[config.mk]
export PLATFORM = sky130hd
export DESIGN_NAME = gelato_tensor_sched
export DESIGN_NICKNAME = d
export VERILOG_FILES = /design/src/rtl/gelato_tensor_sched.sv
export SDC_FILE = /design/constraint.sdc
export NUM_CORES = 1
export LEC_CHECK = 0
export BUFFER_PORTS_ARGS = -buffer_cell sky130_fd_sc_hd__buf_4
export CORE_MARGIN = 5
export CORE_UTILIZATION = 49
export DETAILED_ROUTE_END_ITERATION = 10
export GPL_TIMING_DRIVEN = 0
export HOLD_SLACK_MARGIN = 0.08
export PLACE_DENSITY = 0.8
export SLEW_MARGIN = 5
export SYNTH_ARGS = -nofsm -noshare
export SYNTH_HDL_FRONTEND = slang
export SYNTH_SLANG_ARGS = --single-unit
export TNS_END_PERCENT = 1
[constraint.sdc]
create_clock -name clk -period 2.8 [get_ports clk]
set_clock_uncertainty 0.05 [all_clocks]
set_input_delay 0.28 -clock clk [delete_from_list [all_inputs] [get_ports clk]]
set_output_delay 0.28 -clock clk [all_outputs]
set_load 0.02 [all_outputs]
[src/rtl/gelato_tensor_sched.sv]
// Round-robin MMA scheduler for the Gelato tensor unit: grants one warp request,
// then steps the tensor unit through stages 0..7 with one writeback beat per stage.
module gelato_tensor_sched #(
  parameter int NUM_REQ   = 4,
  parameter int TAG_WIDTH = 5
) (
  input  logic                          clk,
  input  logic                          rst_n,
  input  logic                          rdy,
  input  logic [NUM_REQ-1:0]            req_valid,
  input  logic [NUM_REQ*TAG_WIDTH-1:0]  req_tag,
  output logic [NUM_REQ-1:0]            req_ready,
  output logic                          tu_start,
  output logic [2:0]                    tu_stage,
  input  logic                          tu_done,
  output logic                          wb_valid,
  output logic [TAG_WIDTH-1:0]          wb_tag,
  output logic [2:0]                    wb_stage,
  output logic                          wb_last,
  input  logic                          wb_ready,
  output logic                          busy,
  output logic [15:0]                   op_count
);
  localparam int PTR_W = (NUM_REQ > 1) ? $clog2(NUM_REQ) : 1;

  typedef enum logic [1:0] {IDLE, ISSUE, WAIT, WB} state_e;

  state_e               state_q, state_d;
  logic [PTR_W-1:0]     rr_ptr_q, rr_ptr_d;
  logic [2:0]           stage_cnt_q, stage_cnt_d;
  logic [15:0]          op_count_q, op_count_d;
  logic                 done_pend_q, done_pend_d;
  logic [TAG_WIDTH-1:0] tag_q, tag_d;

  logic                 grant_vld;
  logic [PTR_W-1:0]     grant_idx;
  logic [PTR_W-1:0]     cand;
  logic [TAG_WIDTH-1:0] sel_tag;

  // Walk downward so the candidate closest to rr_ptr is the one left standing.
  always_comb begin
    grant_vld = 1'b0;
    grant_idx = '0;
    cand      = '0;
    for (int k = NUM_REQ - 1; k >= 0; k--) begin
      cand = PTR_W'((int'(rr_ptr_q) + k) % NUM_REQ);
      if (req_valid[cand]) begin
        grant_vld = 1'b1;
        grant_idx = cand;
      end
    end
  end

  always_comb begin
    sel_tag = '0;
    for (int i = 0; i < NUM_REQ; i++) begin
      if (grant_idx == PTR_W'(i)) sel_tag = req_tag[i*TAG_WIDTH +: TAG_WIDTH];
    end
  end

  always_comb begin
    state_d     = state_q;
    rr_ptr_d    = rr_ptr_q;
    stage_cnt_d = stage_cnt_q;
    op_count_d  = op_count_q;
    done_pend_d = done_pend_q;
    tag_d       = tag_q;
    if (rdy) begin
      case (state_q)
        IDLE: begin
          if (grant_vld) begin
            tag_d       = sel_tag;
            rr_ptr_d    = (grant_idx == PTR_W'(NUM_REQ - 1)) ? '0 : grant_idx + PTR_W'(1);
            stage_cnt_d = 3'd0;
            state_d     = ISSUE;
          end
        end
        ISSUE: state_d = WAIT;
        WAIT: begin
          if (tu_done || done_pend_q) begin
            done_pend_d = 1'b0;
            state_d     = WB;
          end
        end
        WB: begin
          if (wb_ready) begin
            if (stage_cnt_q == 3'd7) begin
              op_count_d = op_count_q + 16'd1;
              state_d    = IDLE;
            end else begin
              stage_cnt_d = stage_cnt_q + 3'd1;
              state_d     = ISSUE;
            end
          end
        end
        default: state_d = IDLE;
      endcase
    end else if (state_q == WAIT && tu_done) begin
      // A completion seen while frozen must survive until rdy returns.
      done_pend_d = 1'b1;
    end
  end

  always_ff @(posedge clk or negedge rst_n) begin
    if (!rst_n) begin
      state_q     <= IDLE;
      rr_ptr_q    <= '0;
      stage_cnt_q <= 3'd0;
      op_count_q  <= 16'd0;
      done_pend_q <= 1'b0;
      tag_q       <= '0;
    end else begin
      state_q     <= state_d;
      rr_ptr_q    <= rr_ptr_d;
      stage_cnt_q <= stage_cnt_d;
      op_count_q  <= op_count_d;
      done_pend_q <= done_pend_d;
      tag_q       <= tag_d;
    end
  end

  always_comb begin
    req_ready = '0;
    if (state_q == IDLE && rdy && grant_vld) req_ready[grant_idx] = 1'b1;
    tu_start = rdy && (state_q == ISSUE);
    tu_stage = tu_start ? stage_cnt_q : 3'd0;
    wb_valid = (state_q == WB);
    wb_stage = wb_valid ? stage_cnt_q : 3'd0;
    wb_last  = wb_valid && (stage_cnt_q == 3'd7);
    wb_tag   = tag_q;
    busy     = (state_q != IDLE);
    op_count = op_count_q;
  end
endmodule

==> run_summary.xml <==
<?xml version="1.0" encoding="UTF-8"?>
<metrics>
  <group name="layout">
    <metric name="relative_area_change_from_synthesis_to_final_layout" unit="%">36.4</metric>
    <metric name="finish.net_count" unit="">287</metric>
    <metric name="finalCoreUtilization" unit="">0.695</metric>
    <metric name="layout.cells.most_common" unit="">buf_4</metric>
    <metric name="number_of_antenna_diodes" unit="">0</metric>
    <metric name="post_route_cells_drive_above_1_share" unit="">0.324</metric>
    <metric name="leading_cell_types_in_the_layout_fill_and_taps_excluded" unit="">buf_4, dfrtp_1, nand2_1</metric>
    <metric name="final-instance-count-excl-fill" unit="">293</metric>
  </group>
  <group name="cts">
    <metric name="cts_post_setup_buffers_inserted" unit="">0</metric>
    <metric name="number_of_buffers_created_by_cts" unit="">5</metric>
    <metric name="cts_htree_levels" unit="">2</metric>
    <metric name="tritoncts" unit="">built</metric>
    <metric name="clock_path_buffers" unit="">2</metric>
    <metric name="clock_tree.root_cell" unit="">clkbuf_4</metric>
    <metric name="clock_latency" unit="ns">0.32</metric>
    <metric name="tritoncts_num_sinks" unit="">29</metric>
    <metric name="clk_pin_slew" unit="ns">0.09</metric>
  </group>
  <group name="critical_path">
    <metric name="cp.buffers_inverters" unit="">3</metric>
    <metric name="worst-path-max-fanout" unit="">10</metric>
    <metric name="timing.critical_path.slowest_cell_delay" unit="ns">0.45</metric>
    <metric name="crit-reg2reg-capture" unit="">wb_tag[3]</metric>
    <metric name="timing.critical_path.from" unit="">rr_ptr_q[1]</metric>
    <metric name="crit_family" unit="">simple AND/OR/NAND/NOR gates</metric>
    <metric name="slowest_stage" unit="">dfrtp_1</metric>
    <metric name="critical_path.cell_chain" unit="">mux2i_1 -&gt; nor2_1 -&gt; nor3_2 -&gt; inv_1 -&gt; ha_1 -&gt; clkbuf_1 -&gt; and2_1 -&gt; buf_4</metric>
    <metric name="setup.reg_to_reg.worst_slack" unit="ns">0.50</metric>
    <metric name="worstSetupEndpoint" unit="">req_ready[2]</metric>
    <metric name="criticalPathCategory" unit="">reg -&gt; out</metric>
    <metric name="cp-end-kind" unit="">output port</metric>
    <metric name="worst-r2r-cell-count" unit="">9</metric>
    <metric name="timing.rr.start" unit="">rr_ptr_q[1]</metric>
    <metric name="critPathRequiredTime" unit="ns">2.47</metric>
    <metric name="crit_cells" unit="">8</metric>
    <metric name="worst_setup_path_start_kind" unit="">flop</metric>
    <metric name="cp_data_arrival_time" unit="ns">2.25</metric>
  </group>
  <group name="global_route">
    <metric name="initial_antenna_violation_count" unit="">0</metric>
    <metric name="first_global_vias" unit="">1455</metric>
    <metric name="grt_pass1_wl" unit="mm">6.51</metric>
    <metric name="globalRouteOverflowTotal" unit="">0</metric>
    <metric name="track_usage" unit="">0.164</metric>
    <metric name="pin_count_of_the_biggest_net_entering_global_routing" unit="">30</metric>
  </group>
  <group name="floorplan">
    <metric name="fp.dieArea" unit="mm2">0.00478</metric>
    <metric name="floorplan.io_pins" unit="">64</metric>
    <metric name="rows" unit="">21</metric>
    <metric name="core-area" unit="mm2">0.00336</metric>
    <metric name="floorplan.initialDensity" unit="">0.509</metric>
    <metric name="die_width" unit="um">69.1</metric>
    <metric name="die-height" unit="um">69.1</metric>
  </group>
  <group name="logic_synthesis">
    <metric name="synth-seq-cells" unit="">29</metric>
    <metric name="postSynthCellCount" unit="">176</metric>
    <metric name="yosysTopAreaCell" unit="">dfrtp_1</metric>
    <metric name="synth_area" unit="mm2">0.00171</metric>
    <metric name="synthesis.area_per_instance" unit="um2">9.73</metric>
    <metric name="yosysTopAreaCellShare" unit="">0.424</metric>
    <metric name="synth_top_cells_by_area" unit="">dfrtp_1, ha_1, xnor2_1, nand2_1, inv_1</metric>
    <metric name="syn-num-nets" unit="">217</metric>
    <metric name="ys.warnings.count" unit="">0</metric>
    <metric name="synth.lib_cells_used.distinct" unit="">35</metric>
    <metric name="synth_seq_area_share" unit="">0.424</metric>
  </group>
  <group name="sta">
    <metric name="setup-violations-final" unit="">0</metric>
    <metric name="timing.final.crit_share" unit="">0.922</metric>
    <metric name="setup_tns" unit="ns">0</metric>
    <metric name="tightestPinTransition" unit="ns">0.617</metric>
    <metric name="timing_max_transition_violations_final" unit="">0</metric>
    <metric name="hold_viol_final" unit="">0</metric>
    <metric name="worst_slew_margin_relative_to_its_limit" unit="">0.586</metric>
    <metric name="final_period_minus_worst_setup_slack" unit="ns">2.58</metric>
    <metric name="fmaxAchievable" unit="MHz">388</metric>
  </group>
  <group name="power">
    <metric name="peakVddDrop" unit="mV">0.389</metric>
    <metric name="power.total" unit="mW">1.72</metric>
    <metric name="leakage_power" unit="nW">1.20</metric>
    <metric name="netSwitchingPower" unit="uW">631</metric>
    <metric name="combinationalPowerShare" unit="">0.456</metric>
    <metric name="p_seq_frac" unit="">0.339</metric>
    <metric name="internal_power" unit="mW">1.09</metric>
    <metric name="power.density" unit="mW/mm2">737</metric>
    <metric name="power_frac_clock" unit="">0.205</metric>
    <metric name="switching_share" unit="">0.367</metric>
  </group>
  <group name="place">
    <metric name="dp_cells" unit="">284</metric>
    <metric name="detailed_place_hpwl" unit="mm">2.99</metric>
    <metric name="port-buffer-count" unit="">62</metric>
    <metric name="routability_congestion" unit="">0.741</metric>
  </group>
  <group name="run">
    <metric name="max_cap_violation_count" unit="">0</metric>
  </group>
  <group name="drt">
    <metric name="vias" unit="">1503</metric>
    <metric name="detail-route-antenna-nets" unit="">0</metric>
    <metric name="vias_per_cell" unit="">5.13</metric>
    <metric name="routed_wl" unit="mm">3.74</metric>
    <metric name="drt_first_pass_iters" unit="">4</metric>
    <metric name="remaining_drc_errors" unit="">0</metric>
    <metric name="drt_iter0_drc" unit="">74</metric>
    <metric name="detail_route.wl_per_cell" unit="um">12.8</metric>
  </group>
  <group name="run_status">
    <metric name="status" unit="">finished, final reports clean</metric>
  </group>
  <group name="min_path">
    <metric name="hold_class" unit="">in -&gt; reg</metric>
    <metric name="hold_path_cell_cnt" unit="">3</metric>
  </group>
</metrics>
==> final cells by class <==
type / count / area [um2]
buffer: 6 / 26.3
clock inverter: 1 / 30.0
fill: 281 / 1030
multi-input combinational: 125 / 906
tap: 46 / 57.6
clock buffer: 7 / 55.1
sequential: 29 / 726
timing repair buffer: 63 / 475
inverter: 16 / 60.1
==> repair_timing <==
action                     in CTS  in global routing
setup endpoints to repair       0                  2
hold buffers                    1                  0
gates resized for setup         0                  1
hold endpoints to repair       29                  0
==> worst min-delay path: stages <==
cell and delay [ns]:
buf_4 0.11, nand2_1 0.04, a31oi_1 0.07
==> how the worst min path moves through the flow <==
stage | end | startpoint | slack, ns
floorplan | done_pend_q | rst_n | -0.07
global placement | stage_cnt_q[0] | rst_n | 0.17
detailed placement | stage_cnt_q[0] | rst_n | 0.17
CTS | wb_tag[2] | req_tag[17] | 0.15
global route | wb_tag[1] | req_tag[16] | 0.15
finish | wb_tag[2] | req_tag[17] | 0.16
==> synth_stat cells <==
master / n
ha_1: 12
a31oi_1: 5
nor2_1: 10
nand2_1: 18
inv_1: 16
o22a_1: 1
mux2_4: 1
o211ai_1: 1
xnor2_1: 13
nand2b_1: 1
nor2b_1: 2
or2_2: 1
nand3_1: 5
mux2_1: 1
dfrtp_1: 29
clkbuf_1: 3
nor3_1: 3
buf_2: 3
nand4_1: 5
or2_4: 1
and4_1: 2
xor2_1: 2
a221oi_1: 6
and3_2: 1
o21ai_0: 1
a211o_1: 6
mux2i_1: 3
or4_4: 1
a21oi_1: 6
o2111a_4: 1
a2bb2oi_1: 1
and2_1: 9
and3_1: 4
mux2_2: 1
o21a_1: 1
==> through the flow <==
| stage | hold WS [ns] | worst slack [ns] | instance area (um2) |
|---|---|---|---|
| finish | 0.163 | 0.220 | 2340 |
| CTS | 0.146 | 0.0657 | 2330 |
| detailed placement | 0.170 | 0.430 | 2240 |
| global route | 0.150 | -0.0125 | 2340 |
| global placement | 0.167 | 0.483 | 2240 |
| floorplan | -0.0656 | 0.768 | 1710 |
==> state kept, by name, summed over array words and instances (netlist names) <==
| signal | flops |
|---|---|
| done_pend_q | 1 |
| state_q | 2 |
| op_count | 16 |
| wb_tag | 5 |
| stage_cnt_q | 3 |
| rr_ptr_q | 2 |
==> layer usage <==
metal | track usage | vias up | wire length (um)
met5 | 0 | - | 0
met4 | 0.0586 | 0 | 57
met3 | 0.0741 | 6 | 344
met2 | 0.263 | 53 | 1760
met1 | 0.194 | 691 | 1580
li1 | - | 753 | -
==> power by group through the flow <==
| stage | combinational, mW | sequential [mW] | clock [mW] |
|---|---|---|---|
| floorplan | 0.494 | 0.623 | 0 |
| global placement | 0.770 | 0.591 | 0 |
| detailed placement | 0.787 | 0.593 | 0 |
| CTS | 0.793 | 0.585 | 0.366 |
| global route | 0.881 | 0.601 | 0.384 |
| finish | 0.786 | 0.584 | 0.353 |
==> kinds of logic after synthesis <==
group,share of synthesized area
DFF,0.424
and+or+nand+nor,0.191
buffers and inverters,0.0504
adders and majority gates,0.0877
AOI/OAI and AO/OA,0.131
xor gates and xnor gates,0.0767
muxes,0.0394
Power figures use the tool's default switching activity.
